## src/rtl/token_out.sv

```systemverilog
// token_out: serialises a USB-style token packet (PID, address, endpoint,
// CRC5) as SYNC, bit-stuffed data and EOP on a single-bit line.
module token_out #(
  parameter int STUFF_LIMIT = 6,
  parameter int EOP_LEN     = 2
) (
  input  logic        clk,
  input  logic        reset,
  input  logic        start,
  input  logic [3:0]  pid_type,
  input  logic [6:0]  addr,
  input  logic [3:0]  endp,
  output logic        ready,
  output logic [23:0] pkt_word,
  output logic        tx_bit,
  output logic        tx_en,
  output logic        tx_eop,
  output logic        done,
  output logic        err
);

  localparam int                ONES_W    = $clog2(STUFF_LIMIT + 1);
  localparam logic [ONES_W-1:0] ONES_LAST = ONES_W'(STUFF_LIMIT - 1);
  localparam logic [7:0]        EOP_LAST  = 8'(EOP_LEN - 1);
  localparam logic [7:0]        SYNC_LAST = 8'd7;
  localparam logic [7:0]        DATA_LAST = 8'd23;
  localparam logic [7:0]        DATA_END  = 8'd24;

  typedef enum logic [2:0] {IDLE, SYNC, DATA, STUFF, EOP} state_t;

  state_t            state, state_n;
  logic [7:0]        cnt, cnt_n;     // position within SYNC, DATA or EOP
  logic [ONES_W-1:0] ones, ones_n;   // run length of transmitted 1s
  logic [23:0]       pkt_n;
  logic              done_n, err_n;
  logic              data_bit;
  logic              pid_ok;

  // CRC5 over 11 bits, MSB first, generator x^5+x^2+1, zero seed, no inversion.
  function automatic logic [4:0] crc5_d11(input logic [10:0] d);
    logic [4:0] c;
    logic       fb;
    c = '0;
    for (int i = 10; i >= 0; i--) begin
      // NOTE: blocking assignments are correct here: this is a combinational
      // loop evaluated in one step, not state held across clock edges.
      fb = c[4] ^ d[i];
      c  = {c[3:0], 1'b0} ^ (fb ? 5'b00101 : 5'b00000);
    end
    return c;
  endfunction

  assign pid_ok   = (pid_type inside {4'b1001, 4'b0001, 4'b1101, 4'b0101});
  assign data_bit = (cnt <= DATA_LAST) ? pkt_word[5'd23 - cnt[4:0]] : 1'b0;

  // Next-state, datapath updates and line outputs for the transmit sequence.
  always_comb begin
    // NOTE: every signal written below gets a default first so that no path
    // through the case statement leaves one unassigned and infers a latch.
    state_n = state;
    cnt_n   = cnt;
    ones_n  = ones;
    pkt_n   = pkt_word;
    done_n  = 1'b0;
    err_n   = 1'b0;
    ready   = 1'b0;
    tx_bit  = 1'b0;
    tx_en   = 1'b0;
    tx_eop  = 1'b0;
    case (state)
      IDLE: begin
        ready = 1'b1;
        if (start) begin
          if (pid_ok) begin
            pkt_n   = {~pid_type, pid_type, addr, endp, crc5_d11({addr, endp})};
            state_n = SYNC;
            cnt_n   = '0;
          end else begin
            err_n = 1'b1;
          end
        end
      end
      SYNC: begin
        tx_en  = 1'b1;
        tx_bit = (cnt == SYNC_LAST);
        cnt_n  = cnt + 8'd1;
        if (cnt == SYNC_LAST) begin
          state_n = DATA;
          cnt_n   = '0;
          ones_n  = '0;
        end
      end
      DATA: begin
        tx_en  = 1'b1;
        tx_bit = data_bit;
        cnt_n  = cnt + 8'd1;
        ones_n = data_bit ? ones + ONES_W'(1) : '0;
        if (data_bit && (ones == ONES_LAST)) begin
          // cnt_n already points at the next unsent bit (24 means none left).
          state_n = STUFF;
          ones_n  = '0;
        end else if (cnt == DATA_LAST) begin
          state_n = EOP;
          cnt_n   = '0;
        end
      end
      STUFF: begin
        tx_en  = 1'b1;
        ones_n = '0;
        if (cnt == DATA_END) begin
          state_n = EOP;
          cnt_n   = '0;
        end else begin
          state_n = DATA;
        end
      end
      EOP: begin
        tx_en  = 1'b1;
        tx_eop = 1'b1;
        cnt_n  = cnt + 8'd1;
        if (cnt == EOP_LAST) begin
          state_n = IDLE;
          cnt_n   = '0;
          done_n  = 1'b1;
        end
      end
      default: state_n = IDLE;
    endcase
  end

  // State and datapath registers; synchronous reset aborts any packet.
  always_ff @(posedge clk) begin
    if (reset) begin
      state    <= IDLE;
      cnt      <= '0;
      ones     <= '0;
      pkt_word <= '0;
      done     <= 1'b0;
      err      <= 1'b0;
    end else begin
      state    <= state_n;
      cnt      <= cnt_n;
      ones     <= ones_n;
      pkt_word <= pkt_n;
      done     <= done_n;
      err      <= err_n;
    end
  end

endmodule

```

## config.mk

```make
export PLATFORM = sky130hd
export DESIGN_NAME = token_out
export DESIGN_NICKNAME = d
export VERILOG_FILES = /design/src/rtl/token_out.sv
export SDC_FILE = /design/constraint.sdc
export NUM_CORES = 1
export LEC_CHECK = 0
export CORE_MARGIN = 4
export CORE_UTILIZATION = 40
export DETAILED_ROUTE_END_ITERATION = 10
export PLACE_DENSITY = 0.72
export SYNTH_ARGS = -nofsm -noshare
export SYNTH_HDL_FRONTEND = slang
export SYNTH_SLANG_ARGS = --single-unit
```

## constraint.sdc

```tcl
create_clock -name clk -period 2.7 [get_ports clk]
set_input_delay 0.54 -clock clk [delete_from_list [all_inputs] [get_ports clk]]
set_output_delay 0.54 -clock clk [all_outputs]
set_load 0.05 [all_outputs]
```

==> reports/results.ini, run 1 <==
[status]
status=finished clean

[clocking]
cts.sinks=40
h-tree-depth=2
clk-insertion-delay-late_ns=0.29
cts_tree=built
path_clk_slew_ns=0.08
clk_path_buf_depth=2
postCtsHoldBufs=0
cts-root-buf=clkbuf_8
cts_buffers=5

[die]
dieArea_um2=7170
core-area_um2=5610
io_pins=48
die_y_um=84.7
std_cell_rows=27
start_util=0.420
die_x_um=84.7

[global_route]
antenna_found_initial=0
grt_overflow=0
grt_max_degree=26
track_usage=0.176
grt_pass1_wl_um=10500
grt_pass1_vias=2212

[logic_synthesis]
syn-num-nets=301
synth_cell_types=55
yosys_warnings=0
synth_area_um2=2350
synth_seq_area_share=0.340
yosysTopAreaCellShare=0.340
synth_top_cell_by_area=dfxtp_1
syn_inst=277
synthArstFlopShare=0
synth_edf_count=0
synth-seq-cells=40
ys.flop_type=dfxtp_1
avgSynthCellArea_um2=8.50
synthTopCellsByArea=dfxtp_1 34%, nand2_1 6.7%, a21oi_1 5.1%

[layout]
fin_nets=350
finalInstanceArea_um2=3060
area_delta_synth_final_pct=30.0
final_layout_size_suffix_gt1_frac=0.131
nFillCells=538
diodes=0
final_cells=399

[detailed_routing]
first_pass_iters=4
vias_per_cell=5.49
num_vias=2191
initialDrtViolationCount=116
finalWirelength_um=6100
wl_per_cell_um=15.3
drc=0
ant_nets=0

[min_path]
hp-start=ones[1]
hp-class=reg -> reg

[placed_design]
hpwl_um=4530
dpl_worst_slack_ns=0.242
io_buffer_count=47
place_inst=390
gp_congestion=0.950
placed_area_um2=2920

[sta]
fmax_mhz=376
worstMarginPinSlew_ns=0.595
fin_skew_ns=0.00912
finalCritPeriodShare=0.986
rsz0062_at_grt=true
finalSetupTns_ns=0
hold_violations=0
setup_ws_ns=0.0381
period_needed_ns=2.66
max_slew_margin=0.602
maxSlewViolCount=0
setup_viol=0
holdWs_ns=0.480

[critical_path]
rrSetupSlack_ns=0.49
crit_type=reg -> out
path_max_fanout=10
endpoint_kind=output pin
crit_path_start_kind=register
startpoint=cnt[1]
regToRegStartpoint=cnt[1]
cp.required_ns=2.16
crit_arrival_ns=2.12

[pwr]
max-vdd-ir-drop_mv=0.281
power_density_nw_per_um2=449
power_leakage_nw=1.06

[run]
maxCapViolations=0

## worst paths after layout
check,cells after the start,to
setup / recovery,7,tx_bit
hold / removal,2,ones[1]
hold reg to reg,2,ones[1]
setup reg to reg,7,cnt[0]
## routing by layer
| layer | global-route usage | share of wire | vias up | routed length [um] |
|---|---|---|---|---|
| met5 | 0 | 0 | - | 0 |
| met4 | 0.0662 | 0.0085 | 0 | 52 |
| met3 | 0.0432 | 0.053 | 4 | 321 |
| met2 | 0.277 | 0.48 | 67 | 2940 |
| met1 | 0.232 | 0.46 | 1026 | 2790 |
| li1 | - | - | 1094 | - |
## placed cells by master, fill, tap and decap left out, drive strengths merged, types with 4 or more instances in the layout
cell type and count:
nor2b 4, ha 6, dfxtp 40, buf 14
nand4 4, nand2 42, a221oi 4, clkdlybuf4s50 45
a21oi 25, nand3 6, xor2 5, inv 8
clkbuf 7, xnor2 11, nor2 21, mux2i 8
or3 4, nor3b 5, nor3 7, o21ai 5
and3 4
## sequential cells by signal (all words and copies together), names as in the netlist
register / count
cnt: 8
pkt_word: 24
state: 3
done: 1
ones: 3
err: 1
## layout make-up
cell class              count  area [um^2]  share of cell area
well taps                  72         90.1              0.0294
repair buffers             59          568               0.186
clock buffers               7         86.3              0.0282
flip-flops and latches     40          807               0.264
multi-input cells         212         1470               0.481
clock inverters             1         7.51             0.00245
inverters                   8         30.0             0.00981
## cell families after synthesis
| group | count (synthesis) | synth area share |
|---|---|---|
| adder cells (fa/ha/maj) | 6 | 0.0319 |
| multiplexers | 13 | 0.0723 |
| AND/OR/NAND/NOR | 116 | 0.249 |
| buffers and inverters | 25 | 0.0510 |
| XOR/XNOR | 18 | 0.0787 |
| AO/OA/AOI/OAI | 59 | 0.177 |
| flip-flops | 40 | 0.340 |
## report_power, final
part / total [mW] / leakage, nW / switching, mW / internal, mW
Sequential: 0.627 / 0.326 / 0.0194 / 0.608
Clock: 0.419 / 0.0445 / 0.211 / 0.208
Combinational: 0.328 / 0.688 / 0.182 / 0.146
## worst max-delay path, stage by stage (launching register included)
cell and delay (ns):
dfxtp_4 0.44, mux2i_1 0.09, mux4_2 0.50, a222oi_1 0.30, buf_4 0.18, nand2_2 0.06, o21ai_2 0.10, buf_12 0.15
## Yosys cell counts, drive strengths merged, types with 4 or more instances
cell,instances
or3,4
clkbuf,10
and3,4
nand4,4
buf,7
nor2b,4
ha,6
inv,8
dfxtp,40
nor3b,5
nand3,6
a221oi,4
o21ai,5
nor2,21
xnor2,11
a21oi,25
mux2i,8
xor2,5
nand2,42
nor3,7
## repair_timing
action / CTS / global route
pin swaps: 1 / 2
resized for setup: 3 / 8
setup endpoints to repair: 1 / 1
buffers inserted: 1 / 1
## metrics by stage
step	power (mW)	utilization
4_1_cts	1.38	0.541
6_report	1.37	0.546
3_5_place_dp	0.965	0.521
2_1_floorplan	0.855	-
5_1_grt	1.43	0.546
3_3_place_gp	0.962	0.521
Note: power is estimated with default switching activity, not from simulation.
==> inputs of run 2 (changes only) <==
--- a/config.mk
+++ b/config.mk
@@ -6,9 +6,9 @@
 export NUM_CORES = 1
 export LEC_CHECK = 0
 export CORE_MARGIN = 4
-export CORE_UTILIZATION = 40
+export CORE_UTILIZATION = 51
 export DETAILED_ROUTE_END_ITERATION = 10
-export PLACE_DENSITY = 0.72
+export PLACE_DENSITY = 0.86
 export SYNTH_ARGS = -nofsm -noshare
 export SYNTH_HDL_FRONTEND = slang
 export SYNTH_SLANG_ARGS = --single-unit
==> reports/results.ini, run 2 (synthesis gave the netlist of run 1 again) <==
[status]
status=finished, violations left  ; was finished clean
violations=setup timing

[die]
io_pins=48  ; unchanged
std_cell_rows=24  ; was 27
die_y_um=75.9  ; was 84.7 um
dieArea_um2=5770  ; was 7170 um^2
core-area_um2=4410  ; was 5610 um^2
start_util=0.533  ; was 0.420
die_x_um=75.9  ; was 84.7 um

[clocking]
cts_tree=built  ; unchanged
cts.sinks=40  ; unchanged
cts-root-buf=clkbuf_8  ; unchanged
path_clk_slew_ns=0.08  ; about the same
clk-insertion-delay-late_ns=0.29  ; about the same
cts_buffers=5  ; unchanged
h-tree-depth=2  ; unchanged
clk_path_buf_depth=2  ; unchanged
postCtsHoldBufs=0  ; unchanged

[layout]
top_register=pkt_word  ; unchanged
final_cells=381  ; was 399
diodes=0  ; unchanged
final_common_cell=clkdlybuf4s50_1  ; unchanged
fin_nets=352  ; was 350
largest_register_ffs=24  ; unchanged
final_layout_size_suffix_gt1_frac=0.131  ; about the same
nFillCells=344  ; was 538
finalInstanceArea_um2=3050  ; was 3060 um^2
area_delta_synth_final_pct=29.8  ; was 30.0%
final_cell_mix=45 x clkdlybuf4s50_1, 41 x nand2_1, 38 x dfxtp_1  ; was 45 x clkdlybuf4s50_1, 41 x nand2_1, 37 x dfxtp_1
top_regs=pkt_word (24), cnt (8)  ; unchanged

[detailed_routing]
ant_nets=0  ; unchanged
drc=0  ; unchanged
finalWirelength_um=5820  ; was 6100 um
initialDrtViolationCount=208  ; was 116
vias_per_cell=5.87  ; was 5.49
first_pass_iters=5  ; was 4
wl_per_cell_um=15.3  ; about the same
num_vias=2238  ; was 2191

[sta]
setup_viol=1  ; was 0
holdWs_ns=0.480  ; about the same
hold_violations=0  ; unchanged
rsz0062_at_grt=true  ; unchanged
worstMarginPinSlew_ns=0.529  ; was 0.595 ns
max_slew_margin=0.638  ; was 0.602
maxSlewViolCount=0  ; unchanged
period_needed_ns=2.73  ; was 2.66 ns
setup_ws_ns=-0.0320  ; was 0.0381 ns
fin_skew_ns=0.00622  ; was 0.00912 ns
finalCritPeriodShare=1.01  ; was 0.986
fmax_mhz=366  ; was 376 MHz

[critical_path]
path_max_fanout=6  ; was 10
crit_type=reg -> out  ; unchanged
cp_cell_sequence=buf_6, mux2i_1, mux4_2, a222oi_1, buf_4, nand2_2, o21ai_2, buf_12  ; was mux2i_1, mux4_2, a222oi_1, buf_4, nand2_2, o21ai_2, buf_12
cp_slowest_stage_delay_ns=0.50  ; about the same
rrSetupSlack_ns=0.46  ; was 0.49 ns
crit_arrival_ns=2.19  ; was 2.12 ns
crit_path_start_kind=register  ; unchanged
endpoint_kind=output pin  ; unchanged
critPathSlowestCell=mux4_2  ; unchanged
cp.required_ns=2.16  ; about the same

[pwr]
power_density_nw_per_um2=471  ; was 449 nW/um^2
max-vdd-ir-drop_mv=0.312  ; was 0.281 mV
p_int_mw=1.02  ; was 0.961 mW
power_leakage_nw=1.09  ; was 1.06 nW
p_sw_mw=0.415  ; was 0.413 mW
p_sw_frac=0.288  ; was 0.301
comb_power_share=0.225  ; was 0.239
p_clk_frac=0.338  ; was 0.305
power_mw=1.44  ; was 1.37 mW
power_frac_seq=0.436  ; was 0.456

[placed_design]
hpwl_um=4360  ; was 4530 um
place_inst=370  ; was 390
io_buffer_count=47  ; unchanged
gp_congestion=0.941  ; was 0.950
placed_area_um2=2900  ; was 2920 um^2

[min_path]
hp-class=reg -> reg  ; unchanged

[global_route]
grt_pass1_vias=2131  ; was 2212
grt_pass1_wl_um=9940  ; was 10500 um
grt_overflow=0  ; unchanged
antenna_found_initial=0  ; unchanged
grt_max_degree=26  ; unchanged
track_usage=0.201  ; was 0.176

[run]
maxCapViolations=0  ; unchanged

run 2: cell count changes in the layout (fill, tap and decap cells not counted), sizes merged:
cell          delta
clkbuf           -2
buf              +1
bufinv           +1
clkinv           +1
dlymetal6s2s     +1
run 2: cell type report:
class                           count  area (um^2)  area share
Multi-Input combinational cell    212         1450       0.475
Sequential cell                    40          806       0.264
Timing Repair Buffer               61          592       0.194
Clock buffer                        5         68.8      0.0225
Tap cell                           52         65.1      0.0213
Clock inverter                      3         42.5      0.0139
Inverter                            8         30.0     0.00983
run 2: metal layers:
metal / global-route usage / part of all wire / up-vias / wire length [um]
met5: 0 / 0 / - / 0
met4: 0.0587 / 0.016 / 0 / 94
met3: 0.0462 / 0.050 / 12 / 292
met2: 0.324 / 0.48 / 70 / 2800
met1: 0.267 / 0.45 / 1054 / 2630
li1: - / - / 1102 / -
run 2: final timing paths:
path / start / end / cells after the start
min: ones[1] / ones[1] / 2
max: cnt[1] / tx_bit / 8
min reg2reg: ones[1] / ones[1] / 2
max reg2reg: cnt[1] / state[2] / 8
run 2: timing repair:
item	in CTS	in global routing
pin swaps	1	1
endpoints found under the setup margin	1	2
gates resized for setup	3	7
setup buffers	1	2
run 2: stage by stage:
| stage | setup WS, ns | TNS, ns | utilization |
|---|---|---|---|
| final | -0.0320 | -0.0320 | 0.692 |
| after floorplan | 0.157 | 0 | - |
| after global routing | -0.116 | -0.116 | 0.692 |
| after detailed placement | 0.116 | 0 | 0.657 |
| after global placement | 0.157 | 0 | 0.657 |
| after CTS | 0.00911 | 0 | 0.686 |
run 2: worst max-delay path: cells and delay by family, from the launching register on:
kind / cells / cell delay [ns]
simple gates: 1 / 0.05
compound gates: 2 / 0.38
flops: 1 / 0.38
buf+inv: 3 / 0.48
mux: 2 / 0.61
run 2: power by group through the flow:
stage	combinational (mW)	sequential (mW)	clock, mW
6_report	0.324	0.627	0.487
5_1_grt	0.348	0.630	0.524
4_1_cts	0.323	0.626	0.495
3_5_place_dp	0.320	0.641	0
3_3_place_gp	0.313	0.642	0
2_1_floorplan	0.166	0.688	0
